### src/rtl/uart_spi_cmd_ctrl.sv
// UART-to-SPI command controller: collects an address/data/opcode frame from the UART,
// starts one EEPROM write or read, and answers with an ACK, the read byte, or a NAK.
module uart_spi_cmd_ctrl #(
   parameter int unsigned TIMEOUT_CYC = 500000,
   parameter logic [7:0]  OP_WR       = 8'hA5,
   parameter logic [7:0]  OP_RD       = 8'hA1,
   parameter logic [7:0]  RSP_ACK     = 8'h5A,
   parameter logic [7:0]  RSP_NAK     = 8'hEE
) (
   input  logic       Clk,
   input  logic       Reset_n,
   input  logic [7:0] rx_data,
   input  logic       rx_done,
   input  logic       spi_busy,
   input  logic       spi_rd_done,
   input  logic [7:0] spi_rd_data,
   input  logic       tx_done,
   output logic       spi_wr,
   output logic       spi_rd,
   output logic [7:0] spi_addr,
   output logic [7:0] spi_data,
   output logic [7:0] tx_data,
   output logic       tx_send,
   output logic       cmd_err,
   output logic       ctrl_busy
);

   localparam int            CW       = $clog2(TIMEOUT_CYC + 1);
   localparam logic [CW-1:0] CNT_MAX  = CW'(TIMEOUT_CYC);
   localparam logic [CW-1:0] CNT_LAST = CW'(TIMEOUT_CYC - 1);

   typedef enum logic [2:0] {
      IDLE, GET_DATA, GET_OP, ISSUE, WAIT_SPI, SEND_RSP, WAIT_TX
   } state_t;

   state_t        state_q, state_d;
   logic [CW-1:0] cnt_q, cnt_d;
   logic [7:0]    spi_addr_q, spi_addr_d;
   logic [7:0]    spi_data_q, spi_data_d;
   logic [7:0]    tx_data_q, tx_data_d;
   logic          is_rd_q, is_rd_d;
   logic          first_q, first_d;

   logic [CW-1:0] cnt_inc;
   logic          timeout;
   logic          op_ok;
   logic          wr_cpl;
   logic          rd_cpl;

   assign cnt_inc = (cnt_q == CNT_MAX) ? cnt_q : cnt_q + CW'(1);
   assign timeout = (cnt_q >= CNT_LAST);
   assign op_ok   = (rx_data == OP_WR) || ((rx_data == OP_RD) && (spi_data_q == 8'hFF));
   // busy is meaningless in the first WAIT_SPI cycle while the engine registers the start pulse
   assign wr_cpl  = !is_rd_q && !first_q && !spi_busy;
   assign rd_cpl  = is_rd_q && spi_rd_done;

   always_ff @(posedge Clk or negedge Reset_n) begin
      if (!Reset_n) begin
         state_q    <= IDLE;
         cnt_q      <= '0;
         spi_addr_q <= 8'h00;
         spi_data_q <= 8'h00;
         tx_data_q  <= 8'h00;
         is_rd_q    <= 1'b0;
         first_q    <= 1'b0;
      end else begin
         state_q    <= state_d;
         cnt_q      <= cnt_d;
         spi_addr_q <= spi_addr_d;
         spi_data_q <= spi_data_d;
         tx_data_q  <= tx_data_d;
         is_rd_q    <= is_rd_d;
         first_q    <= first_d;
      end
   end

   always_comb begin
      state_d    = state_q;
      cnt_d      = '0;
      spi_addr_d = spi_addr_q;
      spi_data_d = spi_data_q;
      tx_data_d  = tx_data_q;
      is_rd_d    = is_rd_q;
      first_d    = 1'b0;
      unique case (state_q)
         IDLE: begin
            if (rx_done) begin
               spi_addr_d = rx_data;
               state_d    = GET_DATA;
            end
         end
         GET_DATA: begin
            if (rx_done) begin
               spi_data_d = rx_data;
               state_d    = GET_OP;
            end else if (timeout) begin
               state_d = IDLE;
            end else begin
               cnt_d = cnt_inc;
            end
         end
         GET_OP: begin
            if (rx_done) begin
               is_rd_d = (rx_data == OP_RD);
               if (op_ok) begin
                  state_d = ISSUE;
               end else begin
                  tx_data_d = RSP_NAK;
                  state_d   = SEND_RSP;
               end
            end else if (timeout) begin
               state_d = IDLE;
            end else begin
               cnt_d = cnt_inc;
            end
         end
         // the counter keeps running from ISSUE into WAIT_SPI, bounding the whole SPI transaction
         ISSUE: begin
            if (!spi_busy) begin
               cnt_d   = cnt_inc;
               first_d = 1'b1;
               state_d = WAIT_SPI;
            end else if (timeout) begin
               tx_data_d = RSP_NAK;
               state_d   = SEND_RSP;
            end else begin
               cnt_d = cnt_inc;
            end
         end
         WAIT_SPI: begin
            if (rd_cpl) begin
               tx_data_d = spi_rd_data;
               state_d   = SEND_RSP;
            end else if (wr_cpl) begin
               tx_data_d = RSP_ACK;
               state_d   = SEND_RSP;
            end else if (timeout) begin
               tx_data_d = RSP_NAK;
               state_d   = SEND_RSP;
            end else begin
               cnt_d = cnt_inc;
            end
         end
         SEND_RSP: state_d = WAIT_TX;
         WAIT_TX: begin
            if (tx_done) begin
               state_d = IDLE;
            end
         end
         default: state_d = IDLE;
      endcase
   end

   always_comb begin
      spi_wr  = 1'b0;
      spi_rd  = 1'b0;
      cmd_err = 1'b0;
      unique case (state_q)
         GET_DATA: cmd_err = !rx_done && timeout;
         GET_OP:   cmd_err = rx_done ? !op_ok : timeout;
         ISSUE: begin
            if (!spi_busy) begin
               spi_wr = !is_rd_q;
               spi_rd = is_rd_q;
            end else begin
               cmd_err = timeout;
            end
         end
         WAIT_SPI: cmd_err = !rd_cpl && !wr_cpl && timeout;
         default: cmd_err = 1'b0;
      endcase
   end

   assign tx_send   = (state_q == SEND_RSP);
   assign ctrl_busy = (state_q != IDLE);
   assign spi_addr  = spi_addr_q;
   assign spi_data  = spi_data_q;
   assign tx_data   = tx_data_q;

endmodule
### config.mk
export PLATFORM = sky130hd
export DESIGN_NAME = uart_spi_cmd_ctrl
export DESIGN_NICKNAME = d
export VERILOG_FILES = /design/src/rtl/uart_spi_cmd_ctrl.sv
export SDC_FILE = /design/constraint.sdc
export NUM_CORES = 1
export LEC_CHECK = 0
export BUFFER_PORTS_ARGS = -buffer_cell sky130_fd_sc_hd__clkbuf_2
export CORE_MARGIN = 5
export CORE_UTILIZATION = 45
export CTS_CLUSTER_DIAMETER = 60
export DETAILED_ROUTE_END_ITERATION = 10
export PLACE_DENSITY = 0.69
export RECOVER_POWER = 100
export SYNTH_ARGS = -nofsm -noshare
export SYNTH_HDL_FRONTEND = slang
export SYNTH_SLANG_ARGS = --single-unit
export TNS_END_PERCENT = 20
### constraint.sdc
create_clock -name Clk -period 2.3 [get_ports Clk]
set_input_delay 0.115 -clock Clk [delete_from_list [all_inputs] [get_ports Clk]]
set_output_delay 0.115 -clock Clk [all_outputs]
set_load 0.01 [all_outputs]
==> results.json <==
{
  "status": "finished, final reports clean",
  "max_clock_freq_mhz": 452,
  "cts_tree": "built",
  "powerDensity_nw_per_um2": 982,
  "reg2reg_to": "cnt_q[16]$_DFF_PN0_",
  "final_common_cell": "dfrtp_1",
  "final-instance-count-excl-fill": 388,
  "path_delay_family": "simple AND/OR/NAND/NOR gates",
  "met3_usage_pct": 3.27,
  "relSlewSlack_pct": 39.0,
  "initial_core_util_pct": 46.4,
  "drc": 0,
  "fin_util_pct": 54.2,
  "setup_violations": 0,
  "placed_cell_area_um2": 2970,
  "grtUsageMet2_pct": 28.3,
  "diodes": 0,
  "dp_cells": 378,
  "clk_latency_ns": 0.30,
  "final_cell_mix": "48 x dfrtp_1, 34 x clkbuf_1, 32 x nor3_1",
  "tightest_slew_ns": 0.915,
  "p_clk_share_pct": 17.2,
  "die-area_um2": 7320,
  "vias": 2140,
  "cp_slowest_cell": "or4_4",
  "grt_pass1_vias": 2159,
  "grt.busiest_layer": "met2",
  "r2r_cells": 6,
  "drive_gt1_share_pct": 19.9,
  "io_buffers": 50,
  "worst-path-buf-inv": 1,
  "drtIter0Drc": 110,
  "ys_ff_latch": 48,
  "clock_sinks": 48,
  "core_area_um2": 5540,
  "period_needed_ns": 2.21,
  "row_count": 27,
  "fp.dieW_um": 85.6,
  "maxSlewViolCount": 0,
  "ir_drop_mv": 0.614,
  "critical_path_arrival_ns": 2.10,
  "nets": 339,
  "firstDrtPassIters": 4,
  "synthFlopType": "dfrtp_1",
  "ys_types": 53,
  "start_kind": "flip-flop",
  "grt.total_usage_pct": 17.2,
  "clk_pin_slew_ns": 0.09,
  "power_switching_w": 0.00112,
  "grt_use_met1_pct": 22.7,
  "ff2ff_setup_slack_ns": 0.26,
  "hold_path_end": "tx_data[0]$_DFFE_PN0P_",
  "grt_antenna_before_repair": 0,
  "synthCells": 251,
  "rsz0062_at_grt": "no",
  "nFillCells": 530,
  "io_pins": 51,
  "synth.cell_area_um2": 2570,
  "max_cap_violations": 0,
  "grt_max_degree": 38,
  "p_leak_nw": 1.20,
  "die_h_um": 85.6,
  "place_hpwl_mm": 4.42,
  "swShare_pct": 38.1,
  "comb_power_share_pct": 41.0,
  "cp.required_ns": 2.18,
  "path_max_fanout": 4,
  "p_seq_share_pct": 41.8,
  "r2r_start": "cnt_q[1]$_DFF_PN0_",
  "yosysSeqAreaShare_pct": 46.7,
  "syn_avg_cell_area_um2": 10.2,
  "grt_pass1_wl_mm": 10.2,
  "grt_remaining_overflow": 0,
  "routed_wl_mm": 5.98,
  "crit_chain": "or4_4, nor4_4, o21ai_2, nand2_1, a21o_1, clkbuf_2",
  "worstHoldStart": "spi_rd_data[0]",
  "place_congestion": 0.905,
  "ys_warn_count": 0,
  "holdPathStages": 3,
  "stdcell_area_um2": 3000,
  "async_reset_ff_share_pct": 100,
  "vias_per_cell": 5.52,
  "final_antenna_net_count": 0,
  "setup_tns_ns": 0,
  "h-tree-depth": 2,
  "internal-power_w": 0.00183,
  "min_path_type": "in -> reg",
  "crit_path_end_kind": "output port",
  "synthesis.nets": 275,
  "max_stage_delay_ns": 0.57,
  "wl_per_cell_um": 15.4,
  "clock_path_buffers": 2,
  "areaGrowthSynthToFinish_pct": 16.8,
  "period_share_pct": 96.2,
  "root_buffer": "clkbuf_8",
  "criticalPathCategory": "reg -> out",
  "finClkSkew_ns": 0.00820,
  "numCtsBuffers": 5,
  "hold_viol": 0,
  "synth-edff-count": 0
}
routing by layer:
metal | share of wire [%] | wire [um]
met5 | 0 | 0
met4 | 1.3 | 78
met3 | 5.6 | 332
met2 | 48 | 2880
met1 | 45 | 2690
through the flow:
| step | total power, W | hold WS [ns] | setup WS [ns] |
|---|---|---|---|
| after detailed placement | 0.00255 | 0.302 | 0.255 |
| after floorplan | 0.00207 | -0.181 | 0.361 |
| after global placement | 0.00251 | 0.300 | 0.327 |
| after CTS | 0.00307 | 0.0333 | 0.0353 |
| after global routing | 0.00318 | 0.0467 | 0.00805 |
| final | 0.00295 | 0.0387 | 0.0876 |
what timing repair did:
| action | 4_1_cts | 5_1_grt |
|---|---|---|
| hold buffers | 1 | 0 |
| setup endpoints to repair | 0 | 1 |
| hold endpoints to repair | 35 | 0 |
| setup buffers | 0 | 1 |
| gates resized for setup | 0 | 1 |
cells by family (layout without fill, tap and decap cells):
kind of cell | after synthesis | in the layout | synth area share (%)
compound gates | 49 | 49 | 13.6
xor+xnor | 17 | 17 | 5.79
fa+ha+maj | 2 | 2 | 0.974
buf+inv | 17 | 82 | 3.26
flops | 48 | 48 | 46.7
mux | 17 | 17 | 7.40
simple gates | 101 | 101 | 22.2
synthesized netlist by cell type (4+ instances only):
cell	number	area, um^2
nor3_1	30	150
o22a_1	4	35.0
clkbuf_1	5	18.8
dfrtp_1	48	1200
o211ai_1	4	30.0
o21ai_0	9	45.0
nor4b_1	4	35.0
a211oi_1	5	37.5
mux2_2	16	180
xor2_1	6	52.6
inv_1	9	33.8
a21oi_1	10	50.1
nor2_1	11	41.3
nand2_1	17	63.8
xnor2_1	11	96.3
nand3_1	12	60.1
area by class of cell:
cell class              count  area [um^2]  share of cell area [%]
repair buffers             65          323                    10.8
flip-flops and latches     48         1200                    40.0
inverters                   9         33.8                    1.13
clock buffers               8         90.1                    3.00
well taps                  72         90.1                    3.00
multi-input cells         186         1260                    42.1
worst max-delay path by stage:
| stage | start | to | slack [ns] | cells after the start |
|---|---|---|---|---|
| 4_1_cts | cnt_q[6]$_DFF_PN0_ | cmd_err | 0.04 | 6 |
| 6_report | cnt_q[7]$_DFF_PN0_ | cmd_err | 0.09 | 6 |
| 3_3_place_gp | cnt_q[6]$_DFF_PN0_ | tx_data[3]$_DFFE_PN0P_ | 0.33 | 5 |
| 2_1_floorplan | cnt_q[6]$_DFF_PN0_ | cnt_q[0]$_DFF_PN0_ | 0.36 | 6 |
| 3_5_place_dp | cnt_q[6]$_DFF_PN0_ | tx_data[6]$_DFFE_PN0P_ | 0.25 | 5 |
| 5_1_grt | cnt_q[7]$_DFF_PN0_ | cmd_err | 0.008 | 6 |
power by group through the flow:
stage / Combinational [W] / Clock (W) / Sequential (W)
floorplan: 0.000764 / 0 / 0.00131
global placement: 0.00127 / 0 / 0.00124
detailed placement: 0.00130 / 0 / 0.00125
CTS: 0.00130 / 0.000532 / 0.00124
global route: 0.00136 / 0.000560 / 0.00126
finish: 0.00121 / 0.000508 / 0.00123
worst register-to-register path, cell delays in order, from the launching register on:
cell,delay (ns)
dfrtp_1,0.41
ha_1,0.23
nand4_1,0.31
nor3_1,0.55
nand3_1,0.18
xor2_1,0.18
nor3_1,0.12
state kept, by name, summed over array words and instances, names as in the netlist:
name / count
cnt_q: 19
is_rd_q: 1
state_q: 3
spi_addr: 8
first_q: 1
tx_data: 8
spi_data: 8
Note: power is estimated with default switching activity, not from simulation.
